===== src/rtl/axil_pkg.sv =====
// ---------------------------------------------------------------------------
// axil_pkg
//   Shared AXI-Lite definitions for the register slice and its skid buffers.
//   Contents:
//     RESP_OKAY / RESP_SLVERR  - response encodings carried on B and R
//     axil_prot_t              - 3-bit protection field on AW and AR
//     AXIL_RESP_WIDTH          - width of the response field
//     AXIL_PROT_WIDTH          - width of the protection field
// ---------------------------------------------------------------------------
package axil_pkg;

  localparam int AXIL_RESP_WIDTH = 2;
  localparam int AXIL_PROT_WIDTH = 3;

  localparam logic [AXIL_RESP_WIDTH-1:0] RESP_OKAY   = 2'b00;
  localparam logic [AXIL_RESP_WIDTH-1:0] RESP_SLVERR = 2'b10;

  typedef logic [AXIL_PROT_WIDTH-1:0] axil_prot_t;

endpackage : axil_pkg


===== src/rtl/axil_skid_buffer.sv =====
// ---------------------------------------------------------------------------
// axil_skid_buffer
//   One valid/ready channel stage. With ENABLE=1 it is a two-entry skid
//   buffer (output register + skid register) that registers valid, payload
//   and ready, while sustaining one beat per cycle. With ENABLE=0 every
//   signal is a plain wire and the block holds no state.
//
//   Ports:
//     clk_i        in   1      clock, rising edge
//     rst_ni       in   1      asynchronous, active-low reset
//     in_data_i    in   WIDTH  upstream payload
//     in_valid_i   in   1      upstream valid
//     in_ready_o   out  1      upstream ready (registered when ENABLE=1)
//     out_data_o   out  WIDTH  downstream payload
//     out_valid_o  out  1      downstream valid
//     out_ready_i  in   1      downstream ready
// ---------------------------------------------------------------------------
module axil_skid_buffer #(
  parameter int WIDTH  = 8,
  parameter bit ENABLE = 1'b1
) (
  input  logic             clk_i,
  input  logic             rst_ni,
  input  logic [WIDTH-1:0] in_data_i,
  input  logic             in_valid_i,
  output logic             in_ready_o,
  output logic [WIDTH-1:0] out_data_o,
  output logic             out_valid_o,
  input  logic             out_ready_i
);

  if (ENABLE) begin : g_reg

    logic [WIDTH-1:0] out_data_q,  out_data_d;
    logic [WIDTH-1:0] skid_data_q, skid_data_d;
    logic             out_valid_q, out_valid_d;
    logic             skid_valid_q, skid_valid_d;
    logic             ready_q;
    logic             accept;

    // A beat enters only when we advertised ready in the previous cycle.
    assign accept = in_valid_i && ready_q;

    // Next-state selection. While the skid entry is occupied ready_q is 0,
    // so draining the skid entry and accepting a new beat never coincide.
    always_comb begin
      out_data_d   = out_data_q;
      out_valid_d  = out_valid_q;
      skid_data_d  = skid_data_q;
      skid_valid_d = skid_valid_q;

      if (skid_valid_q) begin
        if (out_ready_i) begin
          out_data_d   = skid_data_q;
          out_valid_d  = 1'b1;
          skid_valid_d = 1'b0;
        end
      end else if (accept) begin
        if (!out_valid_q || out_ready_i) begin
          out_data_d  = in_data_i;
          out_valid_d = 1'b1;
        end else begin
          skid_data_d  = in_data_i;
          skid_valid_d = 1'b1;
        end
      end else if (out_ready_i) begin
        out_valid_d = 1'b0;
      end
    end

    // Ready is derived from the next skid state and registered, so there is
    // no combinational path from out_ready_i to in_ready_o. It sits at 0 in
    // reset and rises on the first edge after release.
    always_ff @(posedge clk_i or negedge rst_ni) begin
      if (!rst_ni) begin
        out_data_q   <= '0;
        skid_data_q  <= '0;
        out_valid_q  <= 1'b0;
        skid_valid_q <= 1'b0;
        ready_q      <= 1'b0;
      end else begin
        out_data_q   <= out_data_d;
        skid_data_q  <= skid_data_d;
        out_valid_q  <= out_valid_d;
        skid_valid_q <= skid_valid_d;
        ready_q      <= !skid_valid_d;
      end
    end

    assign in_ready_o  = ready_q;
    assign out_data_o  = out_data_q;
    assign out_valid_o = out_valid_q;

  end else begin : g_pass

    assign in_ready_o  = out_ready_i;
    assign out_data_o  = in_data_i;
    assign out_valid_o = in_valid_i;

  end

endmodule : axil_skid_buffer


===== src/rtl/axil_register_slice.sv =====
// ---------------------------------------------------------------------------
// axil_register_slice
//   Timing-isolation stage between an AXI-Lite master (s_axil_* side) and an
//   AXI-Lite slave (m_axil_* side). Each of the five channels has its own
//   independent skid buffer that can be built as registered or as a
//   pass-through. Beats are never reordered, dropped or duplicated, and no
//   AW/W pairing or B/R ordering is imposed here.
//
//   Ports:
//     aclk, aresetn                        clock, async active-low reset
//     s_axil_aw* / s_axil_w* / s_axil_ar*  request channels from the master
//     s_axil_b*  / s_axil_r*               response channels to the master
//     m_axil_aw* / m_axil_w* / m_axil_ar*  request channels to the slave
//     m_axil_b*  / m_axil_r*               response channels from the slave
//
//   Payload packing per channel:
//     AW {awaddr,awprot}  W {wdata,wstrb}  B {bresp}
//     AR {araddr,arprot}  R {rdata,rresp}
// ---------------------------------------------------------------------------
module axil_register_slice
  import axil_pkg::*;
#(
  parameter int ADDR_WIDTH = 32,
  parameter int DATA_WIDTH = 32,
  parameter int STRB_WIDTH = DATA_WIDTH / 8,
  parameter int AW_REG     = 1,
  parameter int W_REG      = 1,
  parameter int B_REG      = 1,
  parameter int AR_REG     = 1,
  parameter int R_REG      = 1
) (
  input  logic                       aclk,
  input  logic                       aresetn,

  // Upstream (master-facing) side
  input  logic [ADDR_WIDTH-1:0]      s_axil_awaddr,
  input  axil_prot_t                 s_axil_awprot,
  input  logic                       s_axil_awvalid,
  output logic                       s_axil_awready,
  input  logic [DATA_WIDTH-1:0]      s_axil_wdata,
  input  logic [STRB_WIDTH-1:0]      s_axil_wstrb,
  input  logic                       s_axil_wvalid,
  output logic                       s_axil_wready,
  output logic [AXIL_RESP_WIDTH-1:0] s_axil_bresp,
  output logic                       s_axil_bvalid,
  input  logic                       s_axil_bready,
  input  logic [ADDR_WIDTH-1:0]      s_axil_araddr,
  input  axil_prot_t                 s_axil_arprot,
  input  logic                       s_axil_arvalid,
  output logic                       s_axil_arready,
  output logic [DATA_WIDTH-1:0]      s_axil_rdata,
  output logic [AXIL_RESP_WIDTH-1:0] s_axil_rresp,
  output logic                       s_axil_rvalid,
  input  logic                       s_axil_rready,

  // Downstream (slave-facing) side
  output logic [ADDR_WIDTH-1:0]      m_axil_awaddr,
  output axil_prot_t                 m_axil_awprot,
  output logic                       m_axil_awvalid,
  input  logic                       m_axil_awready,
  output logic [DATA_WIDTH-1:0]      m_axil_wdata,
  output logic [STRB_WIDTH-1:0]      m_axil_wstrb,
  output logic                       m_axil_wvalid,
  input  logic                       m_axil_wready,
  input  logic [AXIL_RESP_WIDTH-1:0] m_axil_bresp,
  input  logic                       m_axil_bvalid,
  output logic                       m_axil_bready,
  output logic [ADDR_WIDTH-1:0]      m_axil_araddr,
  output axil_prot_t                 m_axil_arprot,
  output logic                       m_axil_arvalid,
  input  logic                       m_axil_arready,
  input  logic [DATA_WIDTH-1:0]      m_axil_rdata,
  input  logic [AXIL_RESP_WIDTH-1:0] m_axil_rresp,
  input  logic                       m_axil_rvalid,
  output logic                       m_axil_rready
);

  localparam int AX_W = ADDR_WIDTH + AXIL_PROT_WIDTH;
  localparam int W_W  = DATA_WIDTH + STRB_WIDTH;
  localparam int B_W  = AXIL_RESP_WIDTH;
  localparam int R_W  = DATA_WIDTH + AXIL_RESP_WIDTH;

  logic [AX_W-1:0] aw_in, aw_out;
  logic [W_W-1:0]  w_in,  w_out;
  logic [B_W-1:0]  b_in,  b_out;
  logic [AX_W-1:0] ar_in, ar_out;
  logic [R_W-1:0]  r_in,  r_out;

  assign aw_in = {s_axil_awaddr, s_axil_awprot};
  assign w_in  = {s_axil_wdata, s_axil_wstrb};
  assign ar_in = {s_axil_araddr, s_axil_arprot};
  // Response channels flow from the slave back to the master.
  assign b_in  = m_axil_bresp;
  assign r_in  = {m_axil_rdata, m_axil_rresp};

  assign {m_axil_awaddr, m_axil_awprot} = aw_out;
  assign {m_axil_wdata,  m_axil_wstrb}  = w_out;
  assign {m_axil_araddr, m_axil_arprot} = ar_out;
  assign s_axil_bresp                   = b_out;
  assign {s_axil_rdata,  s_axil_rresp}  = r_out;

  axil_skid_buffer #(.WIDTH(AX_W), .ENABLE(AW_REG != 0)) u_aw (
    .clk_i       (aclk),
    .rst_ni      (aresetn),
    .in_data_i   (aw_in),
    .in_valid_i  (s_axil_awvalid),
    .in_ready_o  (s_axil_awready),
    .out_data_o  (aw_out),
    .out_valid_o (m_axil_awvalid),
    .out_ready_i (m_axil_awready)
  );

  axil_skid_buffer #(.WIDTH(W_W), .ENABLE(W_REG != 0)) u_w (
    .clk_i       (aclk),
    .rst_ni      (aresetn),
    .in_data_i   (w_in),
    .in_valid_i  (s_axil_wvalid),
    .in_ready_o  (s_axil_wready),
    .out_data_o  (w_out),
    .out_valid_o (m_axil_wvalid),
    .out_ready_i (m_axil_wready)
  );

  axil_skid_buffer #(.WIDTH(B_W), .ENABLE(B_REG != 0)) u_b (
    .clk_i       (aclk),
    .rst_ni      (aresetn),
    .in_data_i   (b_in),
    .in_valid_i  (m_axil_bvalid),
    .in_ready_o  (m_axil_bready),
    .out_data_o  (b_out),
    .out_valid_o (s_axil_bvalid),
    .out_ready_i (s_axil_bready)
  );

  axil_skid_buffer #(.WIDTH(AX_W), .ENABLE(AR_REG != 0)) u_ar (
    .clk_i       (aclk),
    .rst_ni      (aresetn),
    .in_data_i   (ar_in),
    .in_valid_i  (s_axil_arvalid),
    .in_ready_o  (s_axil_arready),
    .out_data_o  (ar_out),
    .out_valid_o (m_axil_arvalid),
    .out_ready_i (m_axil_arready)
  );

  axil_skid_buffer #(.WIDTH(R_W), .ENABLE(R_REG != 0)) u_r (
    .clk_i       (aclk),
    .rst_ni      (aresetn),
    .in_data_i   (r_in),
    .in_valid_i  (m_axil_rvalid),
    .in_ready_o  (m_axil_rready),
    .out_data_o  (r_out),
    .out_valid_o (s_axil_rvalid),
    .out_ready_i (s_axil_rready)
  );

endmodule : axil_register_slice


===== config.mk =====
export PLATFORM = sky130hd
export DESIGN_NAME = axil_register_slice
export DESIGN_NICKNAME = d
export VERILOG_FILES = /design/src/rtl/axil_pkg.sv /design/src/rtl/axil_skid_buffer.sv /design/src/rtl/axil_register_slice.sv
export SDC_FILE = /design/constraint.sdc
export NUM_CORES = 1
export LEC_CHECK = 0
export CORE_ASPECT_RATIO = 0.8
export CORE_UTILIZATION = 50
export CTS_BUF_LIST = sky130_fd_sc_hd__clkbuf_16
export DETAILED_ROUTE_END_ITERATION = 12
export GPL_ROUTABILITY_DRIVEN = 0
export PLACE_DENSITY = 0.8
export SYNTH_ARGS = -nofsm -noshare
export SYNTH_HDL_FRONTEND = slang
export SYNTH_SLANG_ARGS = --single-unit

===== constraint.sdc =====
create_clock -name aclk -period 2 [get_ports aclk]
set_input_delay 0.4 -clock aclk [delete_from_list [all_inputs] [get_ports aclk]]
set_output_delay 0.4 -clock aclk [all_outputs]
set_load 0.01 [all_outputs]

==> impl_results.md, run 1 <==
* Run status: complete, no violations
* Gr usage total at 21.5%
* Mapped Cells at 822
* CTS tree: yes
* Post-CTS setup buffers at 0
* Worst relative slew slack at 75.8%
* PortBufs at between 300 and 400
* Delay-heaviest family, CP: buffers and inverters
* CP max-delay cell: clkdlybuf4s50_1
* Post-synth top area share at around 58%
* Placed Area at around 17000 sq um
* Core Rows at 52
* Largest net degree at the start of global routing at 68
* First-pass GRT wire length at around 45000 microns
* Vias at between 7000 and 8000
* DP Wirelength at around 19000 microns
* Die Wd at ~180 microns
* WP data arrival at between 1.5 and 2 ns
* Placement Setup Slack at about 0.065 ns
* Share of cells above drive strength 1 at ~40%
* CTS Buffer Depth at 3
* Period utilization at a little over nine tenths
* WS Path Type: reg2out
* Clock root buffer: clkbuf_16
* Core Area at 25300 sq um
* Fmax at between 500 and 600 MHz
* Total I/O pin count at roughly 300
* Lkg Pwr at around 7.3 nW
* Clk_skew at roughly 0.011 ns
* Reg-to-reg startpoint: u_w.g_reg.skid_valid_q$_DFF_PN0_
* Multi-input logic area at ~5100 sq um
* Worst path required time at about 1.6 ns
* Ant. Diodes at 0
* Unrepaired setup endpoints after global routing: no
* Setup crit start: u_b.in_ready_o$_DFF_PN0_
* Overflow after GRT at 0
* H-tree depth at 1
* Slew @ Worst Pin at 0.362 ns
* Nets at between 1000 and 1500
* DP Cell Count at approximately 1400
* #FFs+latches synth at between 200 and 300
* Die area at approximately 26000 sq um
* Area contributors post-synth: dfrtp_1, mux2_2, mux2_1, buf_2, buf_4
* Worst VDD drop at a little under 0.0009 V
* Final WS setup at about 0.085 ns
* Hold WS at 0.335 ns
* Sequential area share after synthesis at about 58%
* Worst Setup End Kind: output pin
* Power density cells at roughly 1500 nW/um^2
* Post-Layout Cell Count at roughly 1500
* Resized cells post-CTS at 0
* Final hold viol count at 0
* Synth cell types at 20
* Crit path time final at between 1.5 and 2 ns
* Syn_nets at a little under 1000
* Worst min path class: in2async
* Crit-path max cell delay at 0.58 ns
* Syn. warnings at 0
* Final Util at 69.2%
* Clock transition at path regs at about 0.060 ns
* Hold buffers post-CTS at 1
* Worst Path Buf+Inv at 1
* Commonest cells after routing, fill and taps aside: mux2_2, clkdlybuf4s50_1, dfrtp_1
* Final wirelength at approximately 28000 microns
* Commonest non-fill, non-tap cell in the layout: mux2_2
* Vias/cell at about 5.3
* Layout area overhead at 35.8%
* Starting Density at 51.0%
* Dominant cell type by area after synthesis: dfrtp_1
* Startpoint types: flop
* Fin. max-slew vios at 0
* Synthesized area at roughly 13000 sq um
* Pre-Repair DR Iteration Count at 4
* Seq. cell area at ~7500 sq um
* Antenna-violating nets left at 0
* CTS Sinks at ~300
* Tot Pwr at ~25 mW
* Antenna violations before repair at 0
* Final setup viols at 0
* Design Area, Final at roughly 18000 sq um
* Mean Syn Cell Area at around 16 sq um
* Vias in the first global route at about 8300
* Setup TNS at 0 ns
* CP Cell Sequence: clkdlybuf4s50_1
* DRC violations left at 0
* Filler Cells Inserted at ~1800
* Num CTS Buffers at 31
* Max cap viols at 0
* Drt initial violations at 240
* DIE HEIGHT at approximately 150 microns
* Per-cell routed wire length at about 19 microns
* Worst skew pair latency at 0.54 ns
* CP Max Fanout at 3
## kinds of logic after synthesis
kind of cell           Yosys count  share of synthesized area, %
AO/OA/AOI/OAI                   20                          1.22
flip-flops                     299                          58.0
multiplexers                   426                          37.2
AND/OR/NAND/NOR                 30                          1.40
buffers and inverters           47                          2.23
## cells in the mapped netlist
cell type  instances
mux2_2           386
clkbuf_1           5
or2_2              2
nor2_4             2
a21oi_4            4
nor2_2             1
nor2_1             2
a21oi_1           11
nand2_1            5
mux2_1            40
or2_1              3
nand3_1            5
nand3b_1           5
buf_4             11
inv_1              5
dfrtp_1          299
buf_2             20
buf_6              6
a21o_1             5
nand2b_1           5
## flip-flops by register name, summed over array words and instances (netlist names), 2 cells and up
| register | flops |
|---|---|
| u_w.g_reg.skid_data_q | 36 |
| u_ar.g_reg.skid_data_q | 35 |
| u_r.out_data_o | 34 |
| u_ar.out_data_o | 35 |
| u_r.g_reg.skid_data_q | 34 |
| u_aw.out_data_o | 35 |
| u_b.out_data_o | 2 |
| u_w.out_data_o | 36 |
| u_aw.g_reg.skid_data_q | 35 |
| u_b.g_reg.skid_data_q | 2 |
## power breakdown
part           internal, mW  switching [mW]  leakage, nW
clock                  3.02            2.23        0.487
combinational          6.16            3.48         3.24
sequential             9.05            1.54         3.53
total                  18.2            7.25         7.26
## per-layer routing
layer / vias up / GRT usage, % / part of all wire, %
met3: 32 / 6.51 / 7.9
met1: 4005 / 29.6 / 45
met2: 232 / 33.8 / 45
met5: - / 0 / 0
met4: 0 / 4.62 / 1.9
li1: 3616 / - / -
## worst register-to-register path, stage by stage, from the launching register on
cell     delay (ns)
dfrtp_1        0.38
buf_4          0.32
a21oi_1        0.12
a21oi_4        0.20
buf_12         0.20
mux2_2         0.35
## area by class of cell
type	count	area share, %
repair buffers	341	20.3
multi-input cells	476	29.4
clock buffers	31	4.43
clock inverters	20	0.764
flip-flops and latches	299	42.7
well taps	324	2.31
inverters	5	0.107
## worst paths after layout
check	to	cells past startpoint	slack (ns)
setup / recovery	m_axil_bready	1	0.09
hold / removal	u_w.g_reg.skid_data_q[3]$_DFFE_PN0P_	2	0.34
setup reg to reg	u_w.out_data_o[16]$_DFFE_PN0P_	5	0.31
hold reg to reg	u_r.g_reg.skid_data_q[30]$_DFFE_PN0P_	1	0.48
max in group asynchronous	u_r.out_data_o[29]$_DFFE_PN0P_	3	0.97
min in group aclk	u_r.g_reg.skid_data_q[30]$_DFFE_PN0P_	1	0.48
Note: power is estimated with default switching activity, not from simulation.
==> run 2: changes to the inputs <==
--- a/config.mk
+++ b/config.mk
@@ -7,10 +7,11 @@
 export LEC_CHECK = 0
 export CORE_ASPECT_RATIO = 0.8
 export CORE_UTILIZATION = 50
-export CTS_BUF_LIST = sky130_fd_sc_hd__clkbuf_16
+export CTS_BUF_LIST = sky130_fd_sc_hd__clkbuf_4 sky130_fd_sc_hd__clkbuf_8
 export DETAILED_ROUTE_END_ITERATION = 12
 export GPL_ROUTABILITY_DRIVEN = 0
 export PLACE_DENSITY = 0.8
+export SLEW_MARGIN = 25
 export SYNTH_ARGS = -nofsm -noshare
 export SYNTH_HDL_FRONTEND = slang
 export SYNTH_SLANG_ARGS = --single-unit
==> impl_results.md, run 2 (synthesis results as in run 1) <==
* Crit Reg-Reg Endpoint: u_aw.g_reg.skid_data_q[12]$_DFFE_PN0P_
* Vias/cell at around 5.2
* CTS tree: yes
* Worst R2R Path Depth at 5
* Fmax at around 520 MHz
* Num CTS Buffers at 48
* Run status: complete, no violations
* Core Rows at 52
* Worst relative slew slack at 75.7%
* WP data arrival at 1.52 ns
* Flop pwr share at about two fifths
* CP Max Fanout at 3
* WS Path Type: reg2out
* Nets at ~1300
* Starting Density at 51.0%
* Startpoint types: flop
* Worst path required time at between 1.5 and 2 ns
* Worst min path class: in2async
* Final wirelength at around 28000 microns
* Crit path time final at about 1.9 ns
* Cell Int Power at about 19 mW
* Worst VDD drop at 0.000972 V
* CTS Sinks at between 200 and 300
* Vias at a little under 8000
* Fin. max-slew vios at 0
* Hold WS at 0.340 ns
* Lkg Pwr at about 7.3 nW
* Antenna-violating nets left at 0
* Period utilization at about 96%
* Drt initial violations at approximately 250
* Final setup viols at 0
* Total I/O pin count at 306
* Pre-Repair DR Iteration Count at 4
* Worst Path Buf+Inv at 1
* Worst skew pair latency at roughly 0.55 ns
* CP max-delay cell: clkdlybuf4s50_1
* First-pass GRT wire length at about 46000 microns
* Commonest cells after routing, fill and taps aside: mux2_2, clkdlybuf4s50_1, dfrtp_1
* Overflow after GRT at 0
* Layout area overhead at 37.3%
* Reg-to-reg startpoint: u_aw.g_reg.skid_valid_q$_DFF_PN0_
* Gr usage total at between 20% and 30%
* Die area at 26500 sq um
* Per-cell routed wire length at approximately 18 microns
* CP Cell Sequence: clkdlybuf4s50_1
* Worst Setup End Kind: output pin
* Sw Pwr at 7.35 mW
* Largest net degree at the start of global routing at between 60 and 70
* Clock transition at path regs at approximately 0.060 ns
* Reg2Reg Setup Slack at ~0.30 ns
* Share of cells above drive strength 1 at between 40% and 50%
* DP Wirelength at just under 20000 microns
* Clock root buffer: clkbuf_8
* Clk network pwr share at between 20 and 25%
* CTS Buffer Depth at 3
* Commonest non-fill, non-tap cell in the layout: mux2_2
* DIE HEIGHT at between 100 and 150 microns
* Max cap viols at 0
* PortBufs at roughly 310
* Logic pwr share at 37.1%
* Unrepaired setup endpoints after global routing: no
* Final hold viol count at 0
* Delay-heaviest family, CP: buffers and inverters
* Clk_skew at approximately 0.011 ns
* Vias in the first global route at 8473
* Core Area at 25300 sq um
* Net Sw Frac at roughly 28%
* Antenna violations before repair at 0
* Die Wd at ~180 microns
* Slew @ Worst Pin at between 0.3 and 0.4 ns
* Crit-path max cell delay at 0.60 ns
* DRC violations left at 0
* Power density cells at ~1500 nW/um^2
* H-tree depth at 2
* Setup TNS at 0 ns
[run 2: cell count changes in the layout (fill, tap and decap cells not counted)]
cell,before,now
clkbuf_16,31,0
clkbuf_4,0,14
clkbuf_8,0,65
clkdlybuf4s50_1,304,303
clkinv_1,3,0
clkinv_2,2,4
clkinvlp_4,1,2
diode_2,0,2
dlymetal6s2s_1,0,1
inv_1,17,5
[run 2: layer usage]
metal	track usage [%]	vias up	part of all wire (%)	routed length [microns]
li1	-	3679	-	-
met1	29.2	4006	44	12300
met2	34.5	240	46	12900
met3	7.23	32	9.1	2550
met4	4.79	0	1.2	325
met5	0	-	0	0
[run 2: cell type report]
class | count | area, sq um
diodes | 2 | 5.00
clock buffers | 79 | 1000
clock inverters | 8 | 95.1
fillers | 1759 | 7600
inverters | 5 | 18.8
multi-input cells | 476 | 5150
flip-flops and latches | 299 | 7480
well taps | 324 | 405
repair buffers | 341 | 3560
[run 2: worst max-delay path by stage]
stage	slack [ns]	depth (start not counted)	startpoint	end
2_1_floorplan	0.42	4	u_r.out_valid_o$_DFFE_PN0P_	u_r.out_data_o[0]$_DFFE_PN0P_
3_3_place_gp	0.09	5	m_axil_wready	u_w.g_reg.skid_data_q[29]$_DFFE_PN0P_
3_5_place_dp	0.06	5	m_axil_wready	u_w.g_reg.skid_data_q[11]$_DFFE_PN0P_
4_1_cts	0.03	1	u_b.in_ready_o$_DFF_PN0_	m_axil_bready
5_1_grt	0.007	1	u_ar.in_ready_o$_DFF_PN0_	s_axil_arready
6_report	0.08	1	u_ar.in_ready_o$_DFF_PN0_	s_axil_arready
[run 2: stage by stage]
| step | cells | setup WS (ns) | power (mW) | util [%] | cell area, sq um |
|---|---|---|---|---|---|
| global placement | 1444 | 0.0860 | 20.0 | 65.6 | 16600 |
| finish | 1534 | 0.0847 | 26.0 | 70.0 | 17700 |
| detailed placement | 1444 | 0.0648 | 20.3 | 65.6 | 16600 |
| global route | 1532 | 0.00701 | 27.5 | 70.0 | 17700 |
| CTS | 1532 | 0.0350 | 26.3 | 70.0 | 17700 |
| floorplan | 822 | 0.420 | 15.4 | - | 12900 |
[run 2: repair_timing]
item / in CTS / in global routing
hold buffers: 1 / 0
resized for setup: 0 / 1
setup endpoints to repair: 0 / 1
hold endpoints to repair: 28 / 0
setup buffers: 0 / 0
[run 2: power groups by stage]
stage / registers [mW] / logic [mW] / clock network [mW]
5_1_grt: 11.0 / 10.3 / 6.22
3_3_place_gp: 10.5 / 9.50 / 0
2_1_floorplan: 11.0 / 4.41 / 0
4_1_cts: 10.6 / 9.77 / 5.93
3_5_place_dp: 10.6 / 9.71 / 0
6_report: 10.6 / 9.63 / 5.76
==> run 3: changes to the inputs <==
--- a/config.mk
+++ b/config.mk
@@ -5,12 +5,14 @@
 export SDC_FILE = /design/constraint.sdc
 export NUM_CORES = 1
 export LEC_CHECK = 0
+export ABC_AREA = 1
 export CORE_ASPECT_RATIO = 0.8
 export CORE_UTILIZATION = 50
 export CTS_BUF_LIST = sky130_fd_sc_hd__clkbuf_4 sky130_fd_sc_hd__clkbuf_8
+export CTS_CLUSTER_SIZE = 16
 export DETAILED_ROUTE_END_ITERATION = 12
 export GPL_ROUTABILITY_DRIVEN = 0
-export PLACE_DENSITY = 0.8
+export PLACE_DENSITY = 0.79
 export SLEW_MARGIN = 25
 export SYNTH_ARGS = -nofsm -noshare
 export SYNTH_HDL_FRONTEND = slang
==> impl_results.md, run 3 <==
* Period utilization at 95.6%
* Reg2Reg Setup Slack at ~0.36 ns
* CP max-delay cell: clkdlybuf4s50_1
* Unrepaired setup endpoints after global routing: no
* Core Rows at 54
* Power density cells at 1450 nW/um^2
* Vias in the first global route at 12300
* Commonest non-fill, non-tap cell in the layout: nand2_1
* Syn_nets at approximately 1900
* Post-CTS setup buffers at 0
* CP Max Fanout at 2
* Area contributors post-synth: dfrtp_1, nand2_1, nand4_1, nand3_1, buf_2
* Worst min path class: in2async
* Max cap viols at 0
* Compound-Gate Fraction of Synth Area at 0%
* Die area at 28300 sq um
* GR Layer Usage met2 at 41.9%
* Total I/O pin count at around 300
* Final hold viol count at 0
* Final wirelength at roughly 38000 microns
* Syn. warnings at 0
* Crit path time final at around 1.9 ns
* DIE HEIGHT at around 150 microns
* Placement Setup Slack at approximately 0.1 ns
* Filler Cells Inserted at 2174
* Sw Pwr at around 9.7 mW
* Worst Path Buf+Inv at 1
* Vias/cell at between 5 and 6
* WP data arrival at approximately 1.5 ns
* Clock root buffer: clkbuf_8
* CTS tree: yes
* Lkg Pwr at 9.54 nW
* Critical path destination: m_axil_awaddr[18]
* Gr busiest metal: met2
* Setup crit start: u_aw.out_data_o[21]$_DFFE_PN0P_
* Number of cells on the critical path at 1
* Worst path required time at between 1.5 and 2 ns
* Post-synth top area share at between 50% and 60%
* PortBufs at 305
* Crit Reg-Reg Endpoint: u_w.in_ready_o$_DFF_PN0_
* Antenna-violating nets left at 0
* Fin. max-slew vios at 0
* DRC violations left at 0
* WS Path Type: reg2out
* CP Cell Sequence: clkdlybuf4s50_1
* Net Sw Frac at a little under two fifths
* Die Wd at 188 microns
* Post-Synth Adder-Cell Area at 0%
* Vias at roughly 13000
* Drt initial violations at a little over 1000
* H-tree depth at 2
* Worst VDD drop at ~0.00093 V
* Grt met1 use at roughly 39%
* Worst R2R Path Depth at 5
* Mapped Cells at 1758
* XOR/XNOR Fraction of Synth Area at 0%
* Clk_skew at around 0.011 ns
* Worst skew pair latency at approximately 0.53 ns
* Post-Synth Simple-Gate Area at between 40% and 50%
* Overflow after GRT at 0
* Cell Int Power at between 15 and 20 mW
* Synth top cells by count: nand2_1, dfrtp_1, nand3_1, nand4_1, buf_2
* Gr usage total at 27.1%
* Dominant cell type by area after synthesis: dfrtp_1
* Worst Setup End Kind: output pin
* Per-cell routed wire length at ~16 microns
* Sequential area share after synthesis at around 54%
* Layout area overhead at 31.8%
* Largest family of logic cells by synthesized area: simple AND/OR/NAND/NOR gates
* Setup TNS at 0 ns
* Run status: complete, no violations
* Number of synthesized flops with an enable pin at 0
* Nets at around 2200
* Starting Density at about half
* Share of cells above drive strength 1 at 8.34%
* Ys async rst share at between 90% and 100%
* Pre-Repair DR Iteration Count at 5
* Crit-path max cell delay at roughly 0.56 ns
* Most frequent cell after synthesis: nand2_1
* First-pass GRT wire length at 62600 microns
* #FFs+latches synth at between 200 and 300
* Prevailing post-synth register cell: dfrtp_1
* Num CTS Buffers at 48
* Startpoint types: flop
* Antenna violations before repair at 1
* Commonest cells after routing, fill and taps aside: nand2_1, clkdlybuf4s50_1, dfrtp_1
* Worst relative slew slack at around two thirds
* Flop pwr share at 40.4%
* Fmax at around 520 MHz
* Final WS setup at a little under 0.09 ns
* Clk network pwr share at a little over a fifth
* Logic pwr share at 38.7%
* Synthesized area at about 14000 sq um
* CTS Buffer Depth at 3
* Multiplexer area fraction after synthesis at 0%
* DP Wirelength at 25200 microns
* Synth cell types at 16
* Reg-to-reg startpoint: u_w.g_reg.skid_valid_q$_DFF_PN0_
* Core Area at 27200 sq um
* CTS Sinks at 299
* Mean Syn Cell Area at approximately 7.9 sq um
* Slew @ Worst Pin at 0.479 ns
* Final setup viols at 0
* Largest net degree at the start of global routing at 75
* Grt met3 use at 5.19%
* Clock transition at path regs at roughly 0.060 ns
* Delay-heaviest family, CP: buffers and inverters
==> run 3: cell types whose count changed after synthesis, moves of 9 or more <==
cell and change:
buf_2 +64, a21oi_1 -11, clkbuf_1 +12, nand2_2 +9
mux2_2 -386, nand3_1 +138, mux2_1 -40, nand4_1 +142
nand2_1 +1011
==> run 3: logic make-up after synthesis <==
group | after synthesis
buffers and inverters | 136
DFF | 299
and+or+nand+nor | 1323
==> run 3: through the flow <==
step	hold slack, ns	instance area, sq um	power [mW]	utilization, %	instances
after global placement	0.264	17200	20.6	63.2	2365
after floorplan	0.104	13800	16.0	-	1758
final	0.311	18200	26.5	67.0	2452
after CTS	0.268	18200	26.6	67.0	2451
after detailed placement	0.263	17200	21.0	63.2	2365
after global routing	0.290	18200	28.4	67.0	2451
==> run 3: final cells by class <==
class,instances,area (sq um),area share (%)
Clock inverter,7,35.0,0.192
Multi-Input combinational cell,1323,5640,30.9
Tap cell,364,455,2.50
Inverter,15,58.8,0.322
Clock buffer,78,992,5.44
Sequential cell,299,7480,41.0
Antenna cell,1,2.50,0.0137
Timing Repair Buffer,365,3570,19.6
==> run 3: worst min path at each step <==
stage | endpoint | slack (ns) | cells past startpoint
after floorplan | u_ar.g_reg.skid_data_q[0]$_DFFE_PN0P_ | 0.10 | 0
after global placement | u_ar.out_data_o[28]$_DFFE_PN0P_ | 0.26 | 1
after detailed placement | u_ar.out_data_o[28]$_DFFE_PN0P_ | 0.26 | 1
after CTS | u_ar.out_data_o[17]$_DFFE_PN0P_ | 0.27 | 2
after global routing | u_ar.out_data_o[28]$_DFFE_PN0P_ | 0.29 | 2
final | u_ar.out_data_o[28]$_DFFE_PN0P_ | 0.31 | 2
==> run 3: power groups by stage <==
| stage | sequential [mW] | clock [mW] | combinational (mW) |
|---|---|---|---|
| 3_5_place_dp | 10.7 | 0 | 10.3 |
| 2_1_floorplan | 11.0 | 0 | 5.05 |
| 3_3_place_gp | 10.7 | 0 | 9.97 |
| 4_1_cts | 10.7 | 5.63 | 10.3 |
| 5_1_grt | 11.0 | 5.90 | 11.4 |
| 6_report | 10.7 | 5.53 | 10.3 |
==> run 3: per-layer routing <==
layer | share of wire, % | up-vias
met3 | 8.1 | 55
met4 | 1.7 | 2
li1 | - | 6247
met5 | 0.034 | -
met1 | 44 | 6196
met2 | 46 | 563
==> run 3: what timing repair did <==
action,CTS,global route
setup endpoints to repair,0,1
hold endpoints to repair,89,0
hold buffers,1,0
gates resized for setup,0,1
